`config.mk`:
```
export PLATFORM = sky130hd
export DESIGN_NAME = vpipe_decode_pipe_flat
export DESIGN_NICKNAME = d
export VERILOG_FILES = /design/src/rtl/vpipe_decode_pipe_if.sv /design/src/rtl/vpipe_decode_pipe.sv /design/src/flat_wrapper.sv
export SDC_FILE = /design/constraint.sdc
export NUM_CORES = 1
export LEC_CHECK = 0
export CAP_MARGIN = 15
export CORE_MARGIN = 2
export CORE_UTILIZATION = 45
export CTS_BUF_LIST = sky130_fd_sc_hd__clkbuf_8
export DETAILED_ROUTE_END_ITERATION = 12
export PLACE_DENSITY = 0.77
export SYNTH_ARGS = -nofsm -noshare
export SYNTH_HDL_FRONTEND = slang
export SYNTH_SLANG_ARGS = --single-unit
```
`constraint.sdc`:
```
create_clock -name clk -period 1.15 [get_ports clk]
set_input_delay 0.115 -clock clk [delete_from_list [all_inputs] [get_ports clk]]
set_output_delay 0.115 -clock clk [all_outputs]
set_load 0.01 [all_outputs]
```
`src/rtl/vpipe_decode_pipe_if.sv`:
```
// vpipe_decode_pipe_if: valid/ready bus for the decode pipe, including the tag-tracking outputs.
// err_sticky exists only when VPIPE_DEC_STICKY_ERR_EN is defined.
interface vpipe_decode_pipe_if #(parameter int WIDTH = 4, parameter int LAT_W = 4);
  logic             in_valid;
  logic             in_ready;
  logic [WIDTH-1:0] in_data;
  logic             in_tag;
  logic             out_valid;
  logic             out_ready;
  logic [WIDTH-1:0] out_data;
  logic             out_err;
  logic             out_tag;
  logic             tag_done;
  logic [LAT_W-1:0] tag_lat;
  logic             tag_drop;
`ifdef VPIPE_DEC_STICKY_ERR_EN
  logic             err_sticky;
`endif
  modport master (
    output in_valid, in_data, in_tag, out_ready,
    input  in_ready, out_valid, out_data, out_err, out_tag, tag_done, tag_lat, tag_drop
`ifdef VPIPE_DEC_STICKY_ERR_EN
    , input err_sticky
`endif
  );
  modport slave (
    input  in_valid, in_data, in_tag, out_ready,
    output in_ready, out_valid, out_data, out_err, out_tag, tag_done, tag_lat, tag_drop
`ifdef VPIPE_DEC_STICKY_ERR_EN
    , output err_sticky
`endif
  );
endinterface

```
`src/rtl/vpipe_decode_pipe.sv`:
```
// vpipe_decode_pipe: 3-stage elastic decoder (x -> x>>1, error on LSB 0) with single-tag latency tracking.
// Define VPIPE_DEC_STICKY_ERR_EN to add err_sticky, which blocks new input after any errored item exits.
module vpipe_decode_pipe #(
  parameter int WIDTH = 4,
  parameter int LAT_W = 4
) (
  input logic              clk,
  input logic              rst_n,
  vpipe_decode_pipe_if.slave bus
);
  logic [2:0]       r_v, r_e, r_t;
  logic [WIDTH-1:0] r_d [3];
  logic             r_busy;
  logic [LAT_W-1:0] r_lat;
  logic [2:0]       w_ld;
  logic             w_block, w_acc, w_out_hs, w_tag_exit, w_take;
  logic [LAT_W-1:0] w_lat_inc;
  // load chain is combinational back to front, so a streaming pipe never bubbles
  assign w_ld[2]    = ~r_v[2] | bus.out_ready;
  assign w_ld[1]    = ~r_v[1] | w_ld[2];
  assign w_ld[0]    = ~r_v[0] | w_ld[1];
  assign bus.in_ready = w_ld[0] & ~w_block;
  assign w_acc      = bus.in_valid & bus.in_ready;
  assign w_out_hs   = r_v[2] & bus.out_ready;
  assign w_tag_exit = w_out_hs & r_t[2];
  // a tag leaving this cycle frees the tracker for a tag arriving this cycle
  assign w_take     = w_acc & bus.in_tag & ~(r_busy & ~w_tag_exit);
  assign w_lat_inc  = &r_lat ? r_lat : r_lat + 1'b1;
  assign bus.out_valid = r_v[2];
  assign bus.out_data  = r_d[2];
  assign bus.out_err   = r_e[2];
  assign bus.out_tag   = r_t[2];
  assign bus.tag_done  = w_tag_exit;
  assign bus.tag_lat   = w_tag_exit ? w_lat_inc : '0;
  assign bus.tag_drop  = w_acc & bus.in_tag & ~w_take;
  always_ff @(posedge clk or negedge rst_n) begin
    if (!rst_n) begin
      r_v    <= '0;
      r_e    <= '0;
      r_t    <= '0;
      r_d    <= '{default: '0};
      r_busy <= 1'b0;
      r_lat  <= '0;
    end else begin
      if (w_ld[0]) begin
        r_v[0] <= w_acc;
        r_d[0] <= bus.in_data >> 1;
        r_e[0] <= ~bus.in_data[0];
        r_t[0] <= w_take;
      end
      for (int k = 1; k < 3; k++) begin
        if (w_ld[k]) begin
          r_v[k] <= r_v[k-1];
          r_d[k] <= r_d[k-1] >> 1;
          r_e[k] <= r_e[k-1] | ~r_d[k-1][0];
          r_t[k] <= r_t[k-1];
        end
      end
      if (w_take) begin
        r_busy <= 1'b1;
        r_lat  <= '0;
      end else begin
        if (w_tag_exit) r_busy <= 1'b0;
        if (r_busy) r_lat <= w_lat_inc;
      end
    end
  end
`ifdef VPIPE_DEC_STICKY_ERR_EN
  logic r_sticky;
  always_ff @(posedge clk or negedge rst_n) begin
    if (!rst_n) r_sticky <= 1'b0;
    else if (w_out_hs & r_e[2]) r_sticky <= 1'b1;
  end
  assign bus.err_sticky = r_sticky;
  assign w_block = r_sticky;
`else
  assign w_block = 1'b0;
`endif
endmodule

```
`src/flat_wrapper.sv`:
```
// flat-port wrapper written by rule: the top's interface ports become plain ports
module vpipe_decode_pipe_flat 
#(
  parameter int WIDTH = 4,
  parameter int LAT_W = 4
)
  (clk, rst_n, bus_in_valid, bus_in_data, bus_in_tag, bus_out_ready, bus_in_ready, bus_out_valid, bus_out_data, bus_out_err, bus_out_tag, bus_tag_done, bus_tag_lat, bus_tag_drop);
  vpipe_decode_pipe_if #(.WIDTH(WIDTH), .LAT_W(LAT_W)) bus_i ();
  input logic clk;
  input logic rst_n;
  input wire logic [$bits(bus_i.in_valid)-1:0] bus_in_valid;
  input wire logic [$bits(bus_i.in_data)-1:0] bus_in_data;
  input wire logic [$bits(bus_i.in_tag)-1:0] bus_in_tag;
  input wire logic [$bits(bus_i.out_ready)-1:0] bus_out_ready;
  output wire logic [$bits(bus_i.in_ready)-1:0] bus_in_ready;
  output wire logic [$bits(bus_i.out_valid)-1:0] bus_out_valid;
  output wire logic [$bits(bus_i.out_data)-1:0] bus_out_data;
  output wire logic [$bits(bus_i.out_err)-1:0] bus_out_err;
  output wire logic [$bits(bus_i.out_tag)-1:0] bus_out_tag;
  output wire logic [$bits(bus_i.tag_done)-1:0] bus_tag_done;
  output wire logic [$bits(bus_i.tag_lat)-1:0] bus_tag_lat;
  output wire logic [$bits(bus_i.tag_drop)-1:0] bus_tag_drop;
  assign bus_i.in_valid = bus_in_valid;
  assign bus_i.in_data = bus_in_data;
  assign bus_i.in_tag = bus_in_tag;
  assign bus_i.out_ready = bus_out_ready;
  assign bus_in_ready = bus_i.in_ready;
  assign bus_out_valid = bus_i.out_valid;
  assign bus_out_data = bus_i.out_data;
  assign bus_out_err = bus_i.out_err;
  assign bus_out_tag = bus_i.out_tag;
  assign bus_tag_done = bus_i.tag_done;
  assign bus_tag_lat = bus_i.tag_lat;
  assign bus_tag_drop = bus_i.tag_drop;
  vpipe_decode_pipe #(.WIDTH(WIDTH), .LAT_W(LAT_W)) u_core (.clk(clk), .rst_n(rst_n), .bus(bus_i));
endmodule
```
==> metrics.csv <==
metric;value;unit
Arr. time, crit path;1.37;ns
Worst R2R End;u_core.r_lat[3];
Pins Over Slew Limit;0;
synth warn;0;
n_diodes;0;
TritonCTS clock tree;built;
crit path max fanout;4;
gr ovfl total;0;
RR Startpoint;u_core.r_lat[1];
Synth top area share;0.5435;
outcome;finished, violations left;
clock skew;0.004232;ns
largest net degree at the start of global routing;21;
GRT busiest layer;met2;
VDD IR-drop max;1.628;mV
CTS root buf;clkbuf_8;
initial antenna violation count;0;
top-count cell post-synth;dfrtp_1;
Vias/cell;5.095;
Synth Register Bits;20;
hpwl dp;1269;microns
synthesized area per cell;10.46;sq um
Worst Setup Start Kind;register;
final instance area;0.001519;sq mm
Synth Instances;88;
Area contributors post-synth;dfrtp_1 (54%), mux2_2 (6.1%), nand2_1 (4.9%);
vias post-DR;805;
internal reg-to-reg setup slack;-0.20;ns
Max Fclk;672.5;MHz
via count of the first global-routing pass;769;
Clock transition at path regs;0.08;ns
H-tree levels;1;
WP data required;1.03;ns
synthesized area;920.9;sq um
Max clock buf depth;2;
final setup margin;-0.3371;ns
nets@finish;142;
met2 global-route usage;0.3243;
DIE AREA;0.002424;sq mm
total CTS buffers;3;
first-pass GRT wire length;3477;microns
Die X;49.24;microns
post-route ant nets;0;
wire length per cell;15.25;microns
PwrDens;1974;mW/mm^2
Seq/Total Area, Yosys;0.5435;
Initial Utilization;0.4742;
# IOs;23;
Post-Place Setup Slack;-0.6238;ns
met3 usage;0.03374;
Worst-Skew Late Latency;0.26;ns
fin crit period;1.487;ns
initial DRC count;9;
CP Capture Type;output pin;
Post-synth EDFFs;0;
M1 GR Usage;0.2390;
placed inst area;0.001249;sq mm
layout cells sized above 1;0.5344;
clock sinks;20;
core box area;0.001942;sq mm
count of different cell masters after synthesis;31;
Area Growth Syn to Fin;64.95;%
post-route clock period utilization;1.293;
num rows;16;
top cells by count, synth;dfrtp_1 (20), nand2_1 (12), nor2_1 (7);
final WL;2410;microns
Die Y;49.24;microns
post-synth top area cell;dfrtp_1;
DR pass1 iterations;4;
Worst Hold Class;in2async;
setup_tns;-3.188;ns
drt drc;0;
dominant synthesized flop cell;dfrtp_1;
Buffers on Ports;19;
final hold viol count;0;
All-Layer GR Usage;0.1882;
R2R depth;6;
final setup fails;19;
Max-Cap Viols;0;
failing checks;setup timing;
RSZ-0062 raised after global routing;yes;
Post-synth ARST share;1.000;
Final Wtd Congestion;0.7936;
Setup CP Type;reg2out;
Pleak;0.0007182;uW
[power breakdown]
part / switching (uW) / total (uW) / leakage, uW / internal (uW)
Sequential: 169 / 1010 / 0.000228 / 842
Clock: 248 / 713 / 0.0000357 / 465
Combinational: 517 / 1270 / 0.000455 / 757
Total: 933 / 3000 / 0.000718 / 2060
[logic make-up (layout without fill, tap and decap cells)]
kind of cell / after synthesis / in the layout / synth area share
buf+inv: 10 / 51 / 0.06657
simple gates: 34 / 34 / 0.1821
mux: 7 / 7 / 0.08288
xor+xnor: 1 / 1 / 0.009513
other cells: 1 / 3 / 0.004072
flops: 20 / 20 / 0.5435
compound gates: 14 / 14 / 0.09783
fa+ha+maj: 1 / 1 / 0.01358
[per-stage QoR]
step	cells	total power, uW	util	hold slack [ns]
floorplan	90	1405	-	-0.1806
global placement	145	1753	0.6430	0.4428
detailed placement	145	1794	0.6430	0.4549
CTS	156	2788	0.7236	0.1977
global route	158	3128	0.7822	0.2215
finish	158	2998	0.7822	0.1750
[registers in the layout, indices dropped and copies added (netlist names)]
| name | count |
|---|---|
| u_core.r_e | 3 |
| u_core.r_t | 3 |
| u_core.r_v | 3 |
| u_core.r_lat | 4 |
| u_core.r_d | 5 |
| u_core.bus.out_data | 1 |
| u_core.r_busy | 1 |
[timing repair]
item | CTS | global route
setup buffers | 12 | 3
pin swaps | 9 | 6
endpoints found under the setup margin | 16 | 21
hold buffers | 0 | 0
gates resized for setup | 49 | 28
[layout make-up]
type | count | area (sq um)
repair buffers | 43 | 372.9
inverters | 4 | 17.52
clock buffers | 3 | 41.29
clock inverters | 1 | 30.03
well taps | 27 | 33.78
flip-flops and latches | 20 | 504.2
fillers | 126 | 422.9
multi-input cells | 60 | 519.2
[per-layer routing]
metal  up-vias  part of all wire
li1        382                 -
met1       391              0.43
met2        29              0.51
met3         3             0.055
met4         0            0.0083
met5         -                 0
[how the worst max path moves through the flow]
| stage | depth (start not counted) | to | slack [ns] | startpoint |
|---|---|---|---|---|
| floorplan | 5 | bus_tag_drop | -0.04 | u_core.r_v[2] |
| global placement | 6 | bus_tag_drop | -0.62 | bus_out_ready |
| detailed placement | 5 | bus_tag_lat[0] | -0.62 | bus_out_ready |
| CTS | 5 | bus_tag_lat[1] | -0.32 | u_core.r_lat[1] |
| global route | 5 | bus_tag_lat[1] | -0.39 | u_core.r_lat[0] |
| finish | 5 | bus_tag_lat[3] | -0.34 | u_core.r_lat[0] |
[critical path, stage by stage, from the launching register on]
cell and delay (ns):
dfrtp_1 0.42, ha_4 0.20, nand2b_4 0.15, mux2i_4 0.15, nor2_1 0.06, buf_2 0.13
[cell usage in the layout (no fill, tap or decap), types with 2 or more instances in the layout]
cell / instances
a21oi_1: 3
buf_2: 6
buf_4: 15
buf_6: 10
clkbuf_8: 3
clkdlybuf4s50_1: 7
conb_1: 3
dfrtp_1: 17
dfrtp_2: 3
dlygate4sd2_1: 4
inv_1: 3
mux2_2: 2
mux2_4: 3
nand2_1: 7
nand2_2: 5
nand2b_1: 2
nand3_4: 3
nor2_1: 3
nor2_2: 3
o22ai_2: 2
(Power assumes the default switching activity.)
